===== src/rtl/control_sequencer_param.sv =====
`default_nettype none
// +----------------------------------------------------------------------------+
// | control_sequencer_param                                                    |
// | One-hot T-state ring plus opcode decode driving the 12-bit SAP control word.|
// | Revision: 1.0                                                              |
// +----------------------------------------------------------------------------+
module control_sequencer_param #(
  parameter int RING_W    = 6,
  parameter bit EARLY_END = 1'b1,
  parameter int OPCODE_W  = 4
) (
  input  logic                clk,
  input  logic                reset,
  input  logic                run_en,
  input  logic [OPCODE_W-1:0] from_IR,
  output logic [11:0]         ctrl_word,
  output logic [RING_W-1:0]   t_state,
  output logic                instr_done,
  output logic                hlt
);

  localparam logic [3:0] c_op_nop = 4'b0000;
  localparam logic [3:0] c_op_add = 4'b0001;
  localparam logic [3:0] c_op_sub = 4'b0010;
  localparam logic [3:0] c_op_ldb = 4'b0011;
  localparam logic [3:0] c_op_lda = 4'b0111;
  localparam logic [3:0] c_op_out = 4'b1110;
  localparam logic [3:0] c_op_hlt = 4'b1111;

  generate
    if (RING_W < 6 || RING_W > 16) begin : g_bad_ring_w
      $error("control_sequencer_param: RING_W must be in 6..16");
    end
    if (OPCODE_W < 4) begin : g_bad_opcode_w
      $error("control_sequencer_param: OPCODE_W must be at least 4");
    end
  endgenerate

  logic [RING_W-1:0] ring_q, ring_d;
  logic [3:0]        op_q, op_d;
  logic              hlt_q, hlt_d;
  logic [3:0]        w_live_op;
  logic              w_last;
  logic              w_adv;
  logic [11:0]       w_ctrl;

  // Unknown, undriven or wide opcodes all collapse to NOP, keeping X out of the decode.
  always_comb begin
    w_live_op = c_op_nop;
    case (from_IR)
      OPCODE_W'(c_op_add): w_live_op = c_op_add;
      OPCODE_W'(c_op_sub): w_live_op = c_op_sub;
      OPCODE_W'(c_op_ldb): w_live_op = c_op_ldb;
      OPCODE_W'(c_op_lda): w_live_op = c_op_lda;
      OPCODE_W'(c_op_out): w_live_op = c_op_out;
      OPCODE_W'(c_op_hlt): w_live_op = c_op_hlt;
      default:             w_live_op = c_op_nop;
    endcase
  end

  // T3 must use the live opcode: the register only captures on leaving T3.
  always_comb begin
    w_last = 1'b0;
    if (ring_q[2])      w_last = (w_live_op == c_op_nop);
    else if (ring_q[3]) w_last = (op_q == c_op_out) || (op_q == c_op_hlt);
    else if (ring_q[4]) w_last = (op_q == c_op_lda) || (op_q == c_op_ldb);
    else if (ring_q[5]) w_last = (op_q == c_op_add) || (op_q == c_op_sub);
  end

  assign w_adv = run_en && !hlt_q;

  always_comb begin
    ring_d = ring_q;
    op_d   = op_q;
    hlt_d  = hlt_q;
    if (w_adv) begin
      if (ring_q[2]) op_d = w_live_op;
      if (ring_q[3] && (op_q == c_op_hlt)) hlt_d = 1'b1;
      else if (EARLY_END && w_last)        ring_d = {{(RING_W-1){1'b0}}, 1'b1};
      else                                 ring_d = {ring_q[RING_W-2:0], ring_q[RING_W-1]};
    end
  end

  always_ff @(negedge clk or negedge reset) begin
    if (!reset) begin
      ring_q <= {{(RING_W-1){1'b0}}, 1'b1};
      op_q   <= c_op_nop;
      hlt_q  <= 1'b0;
    end else begin
      ring_q <= ring_d;
      op_q   <= op_d;
      hlt_q  <= hlt_d;
    end
  end

  always_comb begin
    w_ctrl = 12'h000;
    if (ring_q[0])      w_ctrl = 12'h600;
    else if (ring_q[1]) w_ctrl = 12'h800;
    else if (ring_q[2]) w_ctrl = 12'h180;
    else if (ring_q[3]) begin
      case (op_q)
        c_op_lda, c_op_add, c_op_sub, c_op_ldb: w_ctrl = 12'h240;
        c_op_out:                               w_ctrl = 12'h011;
        default:                                w_ctrl = 12'h000;
      endcase
    end else if (ring_q[4]) begin
      case (op_q)
        c_op_lda:                     w_ctrl = 12'h120;
        c_op_add, c_op_sub, c_op_ldb: w_ctrl = 12'h102;
        default:                      w_ctrl = 12'h000;
      endcase
    end else if (ring_q[5]) begin
      case (op_q)
        c_op_add: w_ctrl = 12'h024;
        c_op_sub: w_ctrl = 12'h02C;
        default:  w_ctrl = 12'h000;
      endcase
    end
  end

  assign ctrl_word  = (reset && w_adv) ? w_ctrl : 12'h000;
  assign instr_done = reset && w_adv && (EARLY_END ? w_last : ring_q[RING_W-1]);
  assign t_state    = ring_q;
  assign hlt        = hlt_q;

endmodule
`default_nettype wire


===== config.mk =====
export PLATFORM = sky130hd
export DESIGN_NAME = control_sequencer_param
export DESIGN_NICKNAME = d
export VERILOG_FILES = /design/src/rtl/control_sequencer_param.sv
export SDC_FILE = /design/constraint.sdc
export NUM_CORES = 1
export LEC_CHECK = 0
export CAP_MARGIN = 10
export CORE_UTILIZATION = 47
export DETAILED_ROUTE_END_ITERATION = 10
export GPL_TIMING_DRIVEN = 0
export PLACE_DENSITY_LB_ADDON = 0.12
export SLEW_MARGIN = 20
export SYNTH_ARGS = -nofsm -noshare
export SYNTH_HDL_FRONTEND = slang
export SYNTH_SLANG_ARGS = --single-unit

===== constraint.sdc =====
create_clock -name clk -period 3.5 [get_ports clk]
set_clock_uncertainty 0.15 [all_clocks]
set_input_delay 0.525 -clock clk [delete_from_list [all_inputs] [get_ports clk]]
set_output_delay 0.525 -clock clk [all_outputs]
set_load 0.01 [all_outputs]

==> out/results.tsv, run 1 <==
stage	metric	value	unit
run_status	status	aborted with a tool error	
run_status	failing step	5_1_grt	
run_status	Tool Error	[ERROR DPL-0038] Utilization greater than 100%, impossible to legalize	
placement	gpl congestion	0.813	
clocking	hold buffers post-CTS	0	
die	Ports	27	
synthesis	Yosys reg bits	11	
die	die height	42.8	microns
clocking	CTS Buffer Depth	2	
synthesis	sequential-to-total area share from yosys stat	0.354	
synthesis	Cells after Synth	92	
synthesis	Yosys cell types	38	
synthesis	top post-synthesis cells by area	dfrtn_1 32%, nand2_1 5.8%, a22o_1 4.5%	
placement	HPWL Detailed	1450	microns
clocking	TritonCTS Sinks	11	
clocking	Max H-tree Level	1	
clocking	Num CTS Buffers	3	
timing	Worst End Pin Type	output port	
synthesis	leading area contributor after synthesis	dfrtn_1	
clocking	CTS root buf	clkbuf_4	
die	chip width	42.8	microns
die	Starting Density	0.512	
synthesis	Mapped Area	781	sq um
placement	DP Area	0.00111	sq mm
timing	post-GRT worst EP	ctrl_word[2]	
synthesis	post-synth top area share	0.321	
die	Row Count	14	
global_routing	pin count of the biggest net entering global routing	14	
synthesis	synth warn	0	
synthesis	Mean Syn Cell Area	8.49	sq um
placement	Port-buffer cells	26	
synthesis	Post-Syn Nets	99	
==> cells in the mapped netlist (all sizes together) <==
cell / count
o31ai: 2
a31oi: 3
nor4: 2
nor2b: 1
nand4b: 1
o22ai: 1
a22oi: 1
or3: 1
nor2: 8
maj3: 1
nand4: 1
a22o: 4
buf: 1
o21ba: 1
nand3: 5
inv: 6
dfrtn: 10
nand2: 13
a32o: 1
or4: 1
a41o: 1
nor3b: 3
nor3: 1
a311oi: 1
nand2b: 3
dfstp: 1
or2: 2
o21ai: 5
a21oi: 7
and3: 2
clkbuf: 2
==> stage by stage <==
| stage | setup TNS [ns] | cells | utilization | setup WS [ns] |
|---|---|---|---|---|
| after floorplan | -3.17 | 92 | - | -0.422 |
| after global placement | -13.45 | 134 | 0.730 | -0.977 |
| after detailed placement | -14.11 | 134 | 0.730 | -0.992 |
| after CTS | -8.87 | 171 | 0.926 | -0.969 |
==> what timing repair did <==
item,in CTS
pin swaps,17
setup buffers,33
endpoints found under the setup margin,26
hold endpoints to repair,0
gates resized for setup,94
==> cell families after synthesis <==
kind of cell             Yosys count  synth area share
adder cells (fa/ha/maj)            1            0.0128
AND/OR/NAND/NOR                   44             0.319
buffers and inverters              9            0.0481
AO/OA/AOI/OAI                     27             0.266
flip-flops                        11             0.354
==> inputs of run 2 (changes only) <==
CORE_AREA = 2 2 63 65   (was default)
CORE_UTILIZATION = default   (was 47)
DIE_AREA = 0 0 65 67   (was default)
PLACE_DENSITY_LB_ADDON = 0.15   (was 0.12)
==> out/results.tsv, run 2 <==
stage	metric	value	unit
run_status	status	finished, violations left	
run_status	failing checks	setup timing	
timing	worst setup margin	-0.811	ns
worst_setup_path	r2r worst-path depth	8	
layout	Area Growth Syn to Fin	106	%
global_routing	first-pass GRT wire length	4620	microns
worst_setup_path	critical path's slowest cell	or4_4	
worst_setup_path	CP arrival	3.64	ns
timing	Slew headroom	0.580	
global_routing	initial antenna violation count	0	
min_path	min-delay src	hlt	
worst_setup_path	Setup CP Type	reg -> out	
layout	Nets	174	
placement	Placed Cells	166	
timing	Setup TNS	-8.70	ns
synthesis	leading area contributor after synthesis	dfrtn_1	
pwr	Leak	0.735	nW
placement	gpl congestion	0.841	
layout	final cell count without fillers	214	
synthesis	EDFF count, synth	0	
global_routing	total congestion overflow	0	
placement	HPWL Detailed	1740	microns
synthesis	Post-synth top cells	12 x nand2_1, 10 x dfrtn_1, 8 x nor2_1, 6 x a21oi_1, 6 x inv_1	
pwr	Clock Power Share	0.127	
worst_setup_path	crit-path cells	nor2b_4, nand2_2, or4_4, buf_6, or2_4, a21oi_4, buf_6	
worst_setup_path	Worst Path Buf+Inv	2	
synthesis	top-count cell post-synth	nand2_1	
timing	# setup viols final	13	
global_routing	vias in the first global route	1000	
drt	Antenna Nets Post-Route	0	
timing	Fin Hold WS	0.427	ns
synthesis	top post-synthesis cells by area	dfrtn_1 32%, nand2_1 5.8%, a22o_1 4.5%	
worst_setup_path	setup slack, reg-to-reg	1.56	ns
clocking	CTS Buffer Depth	2	
synthesis	synth warn	0	
synthesis	Mapped Area	781	sq um
layout	most frequent cells in the layout	36 x buf_4, 17 x buf_6, 10 x dfrtn_1	
die	core area	0.00361	sq mm
timing	Tightest Pin Transition	0.628	ns
die	Ports	27	
die	die area	0.00436	sq mm
pwr	P_sw	0.420	mW
placement	Post-Place Setup Slack	-1.04	ns
global_routing	total track usage	0.139	
drt	Routed WL per cell	13.6	microns
synthesis	sequential-to-total area share from yosys stat	0.354	
worst_setup_path	max incr delay on CP	0.46	ns
die	chip width	65	microns
synthesis	Post-synth ARST share	1.00	
synthesis	Primary FF master, synth	dfrtn_1	
worst_setup_path	delay-heaviest family, CP	simple AND/OR/NAND/NOR gates	
global_routing	pin count of the biggest net entering global routing	14	
clocking	Max H-tree Level	1	
min_path	hold depth	2	
flow_run	Max Cap Viol	0	
timing	RSZ-0062 raised after global routing	true	
min_path	Hold EP	hlt	
die	Row Count	22	
drt	post-DR vias/cell	4.64	
layout	layout cells sized above 1	0.633	
worst_setup_path	CP Launch Type	flip-flop	
pwr	Combinational Power Share	0.637	
layout	# diodes	0	
synthesis	Yosys cell types	38	
worst_setup_path	Crit. End Element	output pin	
worst_setup_path	CP max FO	2	
pwr	VDD IR-drop max	0.256	mV
synthesis	post-synth top area share	0.321	
drt	drt pass-1 iters	4	
pwr	Flop pwr share	0.236	
layout	FILL cells	372	
clocking	clock latency on the worst-skew pair	0.30	ns
min_path	worst min path class	reg -> reg	
die	die height	67	microns
worst_setup_path	Required @ worst endpoint	2.82	ns
clocking	CTS tree	yes	
timing	Hold Vio Cnt, Final	0	
clocking	Num CTS Buffers	3	
timing	max-slew violation count	0	
clocking	Reg clk slew, reported paths	0.04	ns
placement	Port-buffer cells	26	
layout	commonest non-fill, non-tap cell in the layout	buf_4	
drt	Starting DRT DRC Count	19	
clocking	CTS root buf	clkbuf_8	
worst_setup_path	FF-to-FF End	t_state[0]	
die	Starting Density	0.217	
drt	# DRC	0	
drt	Vias	992	
drt	Routed WL	2920	microns
pwr	Power Dens Cells	629	mW/mm^2
synthesis	Yosys reg bits	11	
worst_setup_path	r2r startpoint	op_q[2]	
worst_setup_path	Most Frequent Cell on Critical Path	buf_6	
synthesis	Post-Syn Nets	99	
synthesis	Mean Syn Cell Area	8.49	sq um
pwr	switching share of power	0.415	
pwr	Pwr Total	1.01	mW
layout	max FFs per register	6	
pwr	Int Pwr	0.591	mW
clocking	TritonCTS Sinks	11	
synthesis	Cells after Synth	92	
[run 2: worst min-delay path: stages (launching register included)]
cell	delay [ns]
dfrtn_1	0.45
buf_4	0.13
a41o_2	0.08
[run 2: per-layer routing]
layer	global-route usage	part of all wire
met3	0.0338	0.042
met5	0	0
met1	0.175	0.46
met2	0.240	0.48
met4	0.0293	0.010
[run 2: cell families (layout without fill, tap and decap cells)]
group,Yosys count,in the layout,synth area share
AO/OA/AOI/OAI,27,27,0.266
adder cells (fa/ha/maj),1,1,0.0128
buffers and inverters,9,83,0.0481
flip-flops,11,11,0.354
AND/OR/NAND/NOR,44,44,0.319
[run 2: timing repair]
item,CTS,global route
gates resized for setup,107,19
buffers inserted,42,7
hold buffers,0,0
endpoints found under the setup margin,26,25
pin swaps,15,11
gates cloned,0,0
[run 2: area by class of cell]
type / count / area (sq um) / share of cell area
plain buffers: 3 / 26.3 / 0.0163
clock buffers: 3 / 41.3 / 0.0257
clock inverters: 2 / 7.51 / 0.00467
inverters: 5 / 22.5 / 0.0140
multi-input cells: 72 / 603 / 0.375
flip-flops and latches: 11 / 277 / 0.172
well taps: 48 / 60.1 / 0.0374
repair buffers: 70 / 571 / 0.355
[run 2: through the flow]
step	utilization	area, sq um
CTS	0.430	1550
global route	0.446	1610
global placement	0.320	1150
finish	0.446	1610
floorplan	-	832
detailed placement	0.320	1150
[run 2: worst max-delay path by stage]
stage / startpoint / end / slack, ns / cells after the start
finish: hlt / ctrl_word[2] / -0.81 / 7
global route: hlt / ctrl_word[2] / -0.88 / 7
CTS: hlt / ctrl_word[2] / -0.94 / 7
detailed placement: hlt / ctrl_word[2] / -1.04 / 6
global placement: hlt / ctrl_word[2] / -1.03 / 6
floorplan: hlt / ctrl_word[2] / -0.42 / 5
[run 2: power by group through the flow]
stage | Sequential [mW] | Combinational (mW) | Clock, mW
floorplan | 0.253 | 0.210 | 0.00358
finish | 0.239 | 0.644 | 0.129
detailed placement | 0.270 | 0.338 | 0.00358
global route | 0.243 | 0.691 | 0.139
global placement | 0.269 | 0.336 | 0.00358
CTS | 0.235 | 0.598 | 0.134
Power figures use the tool's default switching activity.
==> inputs of run 3 (changes only) <==
GPL_ROUTABILITY_DRIVEN = 0   (was default)
==> results of run 3 <==
No change in the layout: final DEF, timing and power equal those of run 2.
